File: src/rtl/reg_spill_fill.sv
// reg_spill_fill: bulk copy of the register file to/from data memory.
// Optional RSF_CHECKSUM_EN adds a Checksum port summing transferred words.
module reg_spill_fill #(
  parameter int W = 8,
  parameter int A = 2,
  parameter int M = 8
) (
  input  logic         Clk,
  input  logic         Reset,
  input  logic         Start,
  input  logic         Dir,
  input  logic [M-1:0] BaseAddr,
  output logic [A-1:0] RfRaddr,
  input  logic [W-1:0] RfDataOut,
  output logic         RfWriteEn,
  output logic [A-1:0] RfWaddr,
  output logic [W-1:0] RfDataIn,
  output logic [M-1:0] MemAddr,
  output logic         MemWriteEn,
  output logic [W-1:0] MemDataIn,
  input  logic [W-1:0] MemDataOut,
  output logic         Busy,
  output logic         Done
`ifdef RSF_CHECKSUM_EN
  ,
  output logic [W-1:0] Checksum
`endif
);

  typedef enum logic {
    IDLE,
    XFER
  } state_t;

  localparam logic [A-1:0] LAST = '1;

  state_t       state;
  logic [A-1:0] index;
  logic         dir_q;
  logic [M-1:0] base_q;
  logic         done_q;

  logic xfer;
  logic spill;
  logic fill;

  always_ff @(posedge Clk) begin
    if (Reset) begin
      state  <= IDLE;
      index  <= '0;
      dir_q  <= 1'b0;
      base_q <= '0;
      done_q <= 1'b0;
    end else begin
      done_q <= 1'b0;
      unique case (state)
        IDLE: begin
          if (Start) begin
            state  <= XFER;
            dir_q  <= Dir;
            base_q <= BaseAddr;
            index  <= '0;
          end
        end
        XFER: begin
          if (index == LAST) begin
            state  <= IDLE;
            index  <= '0;
            done_q <= 1'b1;
          end else begin
            index <= index + 1'b1;
          end
        end
      endcase
    end
  end

  assign xfer  = (state == XFER);
  assign spill = xfer && !dir_q;
  assign fill  = xfer && dir_q;

  assign Busy = xfer;
  assign Done = done_q;

  // Memory address wraps naturally at 2**M.
  assign MemAddr    = xfer ? base_q + M'(index) : '0;
  assign RfRaddr    = spill ? index : '0;
  assign MemDataIn  = spill ? RfDataOut : '0;
  assign MemWriteEn = spill;
  assign RfWaddr    = fill ? index : '0;
  assign RfDataIn   = fill ? MemDataOut : '0;
  assign RfWriteEn  = fill;

`ifdef RSF_CHECKSUM_EN
  logic [W-1:0] sum_q;

  always_ff @(posedge Clk) begin
    if (Reset) begin
      sum_q <= '0;
    end else if (state == IDLE && Start) begin
      sum_q <= '0;
    end else if (xfer) begin
      // Only one of the two data outputs is non-zero per cycle.
      sum_q <= sum_q + MemDataIn + RfDataIn;
    end
  end

  assign Checksum = sum_q;
`endif

endmodule

File: config.mk
export PLATFORM = sky130hd
export DESIGN_NAME = reg_spill_fill
export DESIGN_NICKNAME = d
export VERILOG_FILES = /design/src/rtl/reg_spill_fill.sv
export SDC_FILE = /design/constraint.sdc
export NUM_CORES = 1
export LEC_CHECK = 0
export CORE_MARGIN = 2
export CORE_UTILIZATION = 30
export CTS_BUF_LIST = sky130_fd_sc_hd__clkbuf_8
export DETAILED_ROUTE_END_ITERATION = 7
export PLACE_DENSITY = 0.86
export REMOVE_ABC_BUFFERS = 1
export SYNTH_ARGS = -nofsm -noshare
export SYNTH_HDL_FRONTEND = slang
export SYNTH_SLANG_ARGS = --single-unit
File: constraint.sdc
create_clock -name Clk -period 1.6 [get_ports Clk]
set_input_delay 0.24 -clock Clk [delete_from_list [all_inputs] [get_ports Clk]]
set_output_delay 0.24 -clock Clk [all_outputs]
set_load 0.005 [all_outputs]
==> flow_metrics.tcl, run 1 <==
set metrics [dict create \
    criticalPathCategory "reg -> out" \
    cellPowerDensity_nw_per_um2 520 \
    gp_congestion 0.783 \
    start_util_pct 32.0 \
    grt_pass1_wl_um 5410 \
    initialDrtViolationCount 23 \
    numCtsBuffers 3 \
    h-tree-depth 1 \
    yosys.area.top_type "dfxtp_1" \
    finalCriticalPeriod_ps 1930 \
    grt_util_all_layers_pct 22.2 \
    clock_latency_ps 240 \
    die_area_um2 3120 \
    synth_ff_type "dfxtp_1" \
    drc 0 \
    synthesis.instances 111 \
    synth.top_cells.by_area "dfxtp_1 (32%), and2_1 (10%), a21oi_1 (9.9%)" \
    synth-edff-count 0 \
    status "complete, but fails checks" \
    hp-class "reg -> reg" \
    max_stage_delay_ps 520 \
    drv_cap 0 \
    antenna_found_initial 0 \
    core_area_um2 2520 \
    relSlewSlack_pct 70.0 \
    yosysMostFrequentCell "nand2_1" \
    setup_ws_ps -326 \
    pin_count 60 \
    first_global_vias 1126 \
    vias 1118 \
    cp_max_fo 4 \
    grt_max_degree 14 \
    hold_buffers 0 \
    cp_slowest_cell "or4_4" \
    drt_wl_total_um 3390 \
    die_w_um 55.9 \
    avgSynthCellArea_um2 7.27 \
    rows 18 \
    holdPathStages 2 \
    netlist_top_cells_count "nand2_1 (19), a21oi_1 (16), and2_1 (13), dfxtp_1 (13), and3_1 (10)" \
    ys_seq_elements 13 \
    worstPathCellList "ha_4 -> a21oi_4 -> or4_4 -> a21oi_2 -> buf_2" \
    drv_slew 0 \
    fmax_mhz 519 \
    root_buffer "clkbuf_8" \
    ys_seq_area_share_pct 32.2 \
    dp_hpwl_um 2280 \
    async_flop_share_pct 0 \
    diodes 0 \
    routed_via_density 4.99 \
    violations "setup timing" \
    r2r_end "base_q[2]" \
    tightest_slew_ps 448 \
    cp.arrival_ps 1690 \
    start_kind "register" \
    syn_area_um2 807 \
    hold_end "base_q[6]" \
    clockBufferDepth 2 \
    crit_path_end_kind "output port" \
    rsz0062_at_grt "yes" \
    finalCritPeriodShare_pct 120 \
    nets 227 \
    cts.sinks 13 \
    finalHoldViolCount 0 \
    ant_nets 0 \
    yosys_warnings 0 \
    area_growth_pct 120 \
    finalSetupViolCount 7 \
    leakage_uw 0.000850 \
    hold_start "base_q[6]" \
    yosys.area.top_type_share_pct 32.2 \
    dr.pass1.iters 4 \
    holdWs_ps 510 \
    yosysUniqueCellTypes 25 \
    grt.overflow.total 0 \
    pre_cts_slack_ps -523 \
    reg2reg_slack_ps 280 \
    ir_drop_mv 0.502 \
    r2r_cells 4 \
    crit_required_ps 1360 \
    wire_per_inst_um 15.1 \
    cts_tree "done" \
    io_buffers 59 \
    r2r_start "Busy" \
    clk_pin_slew_ps 50 \
    drive_above_1_share_pct 32.5 \
    fp.dieH_um 55.9 \
    skew_ps 7.40 \
]
[through the flow]
| step | instances | total power (µW) | util, % | area (µm²) | TNS (ps) |
|---|---|---|---|---|---|
| final | 224 | 926 | 70.5 | 1780 | -1720 |
| after global routing | 224 | 970 | 70.5 | 1780 | -2070 |
| after CTS | 222 | 915 | 68.9 | 1740 | -1610 |
| after detailed placement | 207 | 607 | 60.0 | 1510 | -3000 |
| after global placement | 207 | 598 | 60.0 | 1510 | -2580 |
| after floorplan | 104 | 433 | - | 779 | -69.6 |
[cells by family after synthesis]
logic type,count (synthesis),synth area share (%)
AOI/OAI and AO/OA,21,13.6
DFF,13,32.2
adders and majority gates,4,7.13
and+or+nand+nor,60,39.5
buffers and inverters,11,5.27
xor gates and xnor gates,2,2.17
[critical path, delay by kind of cell (launching register included)]
| family | cells | cell delay, ps |
|---|---|---|
| fa+ha+maj | 1 | 270 |
| buf+inv | 1 | 120 |
| flops | 1 | 350 |
| compound gates | 2 | 200 |
| simple gates | 1 | 520 |
[timing repair]
action | in CTS | in global routing
pin swaps | 12 | 10
setup buffers | 8 | 4
gates cloned | 3 | 0
gates resized for setup | 93 | 11
endpoints found under the setup margin | 30 | 12
[registers in the layout, summed over array words and instances, names as in the netlist]
signal / count
Busy: 1
Done: 1
base_q: 8
dir_q: 1
index: 2
[cell type report]
class | count | area [µm²]
repair buffers | 86 | 807
multi-input cells | 87 | 593
inverters | 4 | 15.0
clock buffers | 3 | 41.3
fillers | 192 | 743
well taps | 30 | 37.5
clock inverters | 1 | 3.75
flip-flops and latches | 13 | 282
[where the power goes]
group / switching, µW / internal (µW)
Combinational: 112 / 183
Sequential: 16.7 / 341
Clock: 105 / 168
Total: 234 / 692
[layer usage]
layer	GRT usage [%]	vias to the layer above	wire length, µm
met2	41.3	44	1830
li1	-	540	-
met3	3.95	10	173
met1	23.7	524	1290
met4	11.2	0	104
met5	0	-	0
[worst max-delay path by stage]
stage          slack, ps  depth (start not counted)      start    endpoint
2_1_floorplan        -70                          5   index[0]  MemAddr[6]
3_3_place_gp        -460                          6   index[0]  MemAddr[6]
3_5_place_dp        -520                          6  base_q[0]  MemAddr[6]
4_1_cts             -330                          5  base_q[1]  MemAddr[7]
5_1_grt             -380                          6   index[0]  MemAddr[7]
6_report            -330                          5  base_q[1]  MemAddr[7]
[cell usage in the layout, fill, tap and decap left out, types with 3 or more instances in the layout]
cell type,instances
clkdlybuf4s50_1,28
nand2_1,19
dlygate4sd2_1,19
buf_4,16
and2_1,12
a21oi_1,12
and3_1,10
buf_6,10
nor2_1,6
buf_2,6
dfxtp_2,5
clkdlybuf4s15_1,5
dfxtp_4,4
dfxtp_1,4
inv_1,4
a21oi_2,3
clkbuf_8,3
No activity file was read; power rests on OpenSTA's default activity.
==> inputs of run 2 (changes only) <==
CORE_UTILIZATION = 25   (was 30)
PLACE_DENSITY = 0.75   (was 0.86)
SKIP_CTS_REPAIR_TIMING = 1   (was not set)
==> flow_metrics.tcl, run 2 (synthesis results as in run 1) <==
set metrics [dict create \
    finalSetupViolCount 7 \
    final_common_cell "clkdlybuf4s50_1" \
    status "complete, but fails checks" \
    pre_cts_slack_ps -519 \
    drive_above_1_share_pct 27.8 \
    die_w_um 60.8 \
    hp-class "reg -> reg" \
    rsz0062_at_grt "yes" \
    grt_util_all_layers_pct 14.0 \
    vias 1071 \
    start_kind "register" \
    grt_pass1_wl_um 3790 \
    diodes 0 \
    routed_via_density 4.50 \
    relSlewSlack_pct 69.7 \
    finalCritPeriodShare_pct 117 \
    multiInputGateArea_um2 568 \
    finalHoldViolCount 0 \
    root_buffer "clkbuf_8" \
    cp_max_fo 2 \
    dr.pass1.iters 5 \
    cts_tree "done" \
    largest_reg_flops 8 \
    cp.arrival_ps 1630 \
    drv_slew 0 \
    crit_path_end_kind "output port" \
    cts.sinks 13 \
    drt_wl_total_um 3060 \
    io_buffers 59 \
    pin_count 60 \
    leakage_uw 0.00116 \
    gp_congestion 0.786 \
    skew_ps 1.11 \
    start_util_pct 26.4 \
    reg_top3 "base_q (8), index (2)" \
    crit_required_ps 1360 \
    criticalPathCategory "reg -> out" \
    regArea_um2 270 \
    h-tree-depth 1 \
    initialDrtViolationCount 22 \
    antenna_found_initial 0 \
    wire_per_inst_um 12.8 \
    violations "setup timing" \
    setup_ws_ps -272 \
    final_cell_mix "clkdlybuf4s50_1 (28), dlymetal6s2s_1 (25), buf_4 (21)" \
    rows 20 \
    ant_nets 0 \
    finalCriticalPeriod_ps 1870 \
    power.total_uw 929 \
    core_area_um2 3050 \
    fillers 265 \
    nets 227 \
    fmax_mhz 534 \
    top_register "base_q" \
    fp.dieH_um 60.8 \
    clk_pin_slew_ps 50 \
    numCtsBuffers 3 \
    area_growth_pct 124 \
    die_area_um2 3700 \
    clockBufferDepth 2 \
    ir_drop_mv 0.443 \
    cellPowerDensity_nw_per_um2 513 \
    grt_max_degree 23 \
    first_global_vias 879 \
    drv_cap 0 \
    setup_tns_ps -1360 \
    dp_hpwl_um 2080 \
    tightest_slew_ps 453 \
    drc 0 \
    grt.overflow.total 0 \
    clock_latency_ps 240 \
]
## run 2: cell type report
type	count	share of cell area, %
Timing Repair Buffer	86	47.3
Multi-Input combinational cell	87	31.4
Sequential cell	13	14.9
Tap cell	44	3.04
Clock buffer	3	2.28
Inverter	4	0.829
Clock inverter	1	0.207
## run 2: per-layer routing
layer	track usage, %	routed length (µm)	part of all wire (%)
met1	14.3	1190	39
met2	25.5	1600	52
met3	3.20	212	6.9
met4	8.70	56	1.8
met5	0	0	0
## run 2: final timing paths
kind / from / to / slack, ps / cells after the start
setup / recovery: base_q[0] / MemAddr[6] / -270 / 6
hold / removal: base_q[0] / base_q[0] / 490 / 2
setup reg to reg: Busy / base_q[6] / 290 / 6
hold reg to reg: base_q[0] / base_q[0] / 490 / 2
## run 2: critical path, stage by stage (launching register included)
cell and delay, ps:
dfxtp_2 350, ha_4 140, fa_2 210, inv_1 70
or3_4 380, a21oi_2 130, buf_2 120
## run 2: metrics by stage
stage / cell area, µm² / utilization (%) / hold slack, ps / cells
after floorplan: 779 / - / 309 / 104
after global placement: 1540 / 50.4 / 452 / 222
after detailed placement: 1540 / 50.4 / 474 / 222
after CTS: 1580 / 51.8 / 482 / 226
after global routing: 1810 / 59.3 / 513 / 238
final: 1810 / 59.3 / 490 / 238
## run 2: where the power goes
group | switching, µW | internal [µW]
sequential | 15.9 | 342
combinational | 106 | 181
clock | 115 | 169
total | 237 | 692
==> inputs of run 3 (changes only) <==
GPL_TIMING_DRIVEN = 0   (was not set)
==> flow_metrics.tcl, run 3 (synthesis results as in run 1) <==
set metrics [dict create \
    wire_per_inst_um 12.2 \
    rows 20 \
    initialDrtViolationCount 18 \
    grt.overflow.total 0 \
    fin_util_pct 54.7 \
    final_cell_mix "clkdlybuf4s50_1 (29), dlymetal6s2s_1 (22), nand2_1 (19)" \
    clk_pin_slew_ps 50 \
    criticalPathCategory "reg -> out" \
    cellPowerDensity_nw_per_um2 531 \
    grt_pass1_wl_um 3750 \
    setup_tns_ps -1350 \
    numCtsBuffers 3 \
    start_util_pct 26.4 \
    die_w_um 60.8 \
    violations "setup timing" \
    drv_slew 0 \
    critPathTopFamily "simple AND/OR/NAND/NOR gates" \
    crit_required_ps 1360 \
    fmax_mhz 542 \
    fp.dieH_um 60.8 \
    antenna_found_initial 0 \
    holdWs_ps 481 \
    dr.pass1.iters 4 \
    hp-class "reg -> reg" \
    drv_cap 0 \
    drt_wl_total_um 2710 \
    pre_cts_slack_ps -693 \
    ir_drop_mv 0.282 \
    largest_reg_flops 8 \
    rsz0062_at_grt "yes" \
    ant_nets 0 \
    status "complete, but fails checks" \
    leakage_uw 0.00103 \
    fillers 265 \
    clockBufferDepth 2 \
    diodes 0 \
    crit_path_end_kind "output port" \
    cts_tree "done" \
    area_growth_pct 107 \
    finalSetupViolCount 7 \
    dp_hpwl_um 1860 \
    cp.arrival_ps 1600 \
    relSlewSlack_pct 62.2 \
    drc 0 \
    root_buffer "clkbuf_8" \
    gp_congestion 0.675 \
    nets 211 \
    first_global_vias 882 \
    final_common_cell "clkdlybuf4s50_1" \
    finalCriticalPeriod_ps 1840 \
    setup_ws_ps -244 \
    top_register "base_q" \
    max_stage_delay_ps 420 \
    regArea_um2 279 \
    core_area_um2 3050 \
    clock_latency_ps 240 \
    drive_above_1_share_pct 25.3 \
    cpMostUsedCell "a21oi_2" \
    skew_ps 1.88 \
    reg_top3 "base_q (8), index (2)" \
    vias 999 \
    grt_max_degree 24 \
    cp_max_fo 6 \
    tightest_slew_ps 566 \
    cp_num_buf_inv 1 \
    cp_slowest_cell "or4_4" \
    multiInputGateArea_um2 584 \
    finalCritPeriodShare_pct 115 \
    h-tree-depth 1 \
    io_buffers 59 \
    start_kind "register" \
    die_area_um2 3700 \
    finalHoldViolCount 0 \
    cts.sinks 13 \
    worstPathCellList "ha_4 -> a21oi_2 -> or4_4 -> a21oi_2 -> buf_2" \
    grt_util_all_layers_pct 13.4 \
    routed_via_density 4.50 \
    pin_count 60 \
]
## run 3: routing by layer
metal  track usage (%)  routed length, µm  share of wire, %  vias up
met5                 0                  0                 0        -
met4              7.45                 64               2.4        0
met3              2.56                242               8.9        7
met2              23.8               1400                51       38
met1              14.8               1010                37      444
li1                  -                  -                 -      510
## run 3: final timing paths
| kind | startpoint | to | slack [ps] | depth (start not counted) |
|---|---|---|---|---|
| max | index[1] | MemAddr[7] | -240 | 5 |
| min | base_q[0] | base_q[0] | 480 | 2 |
| max reg2reg | Busy | base_q[1] | 270 | 4 |
| min reg2reg | base_q[0] | base_q[0] | 480 | 2 |
## run 3: worst min-delay path, cell delays in order, from the launching register on
cell and delay (ps):
dfxtp_2 330, nand2_1 50, a21oi_1 50
## run 3: cell type report
class	instances	area share (%)
clock buffers	3	2.47
clock inverters	1	0.225
multi-input cells	88	35.0
repair buffers	69	41.2
inverters	4	1.12
flip-flops and latches	13	16.7
well taps	44	3.30
## run 3: power by group
group	switching, µW	internal, µW
Combinational	87.6	150
Clock	112	169
Sequential	28.1	340
Total	228	659
## run 3: through the flow
| step | instances | cell area [µm²] | total power, µW |
|---|---|---|---|
| 6_report | 222 | 1670 | 887 |
| 5_1_grt | 222 | 1670 | 940 |
| 4_1_cts | 211 | 1470 | 858 |
| 3_5_place_dp | 207 | 1430 | 575 |
| 3_3_place_gp | 207 | 1430 | 566 |
| 2_1_floorplan | 104 | 779 | 433 |
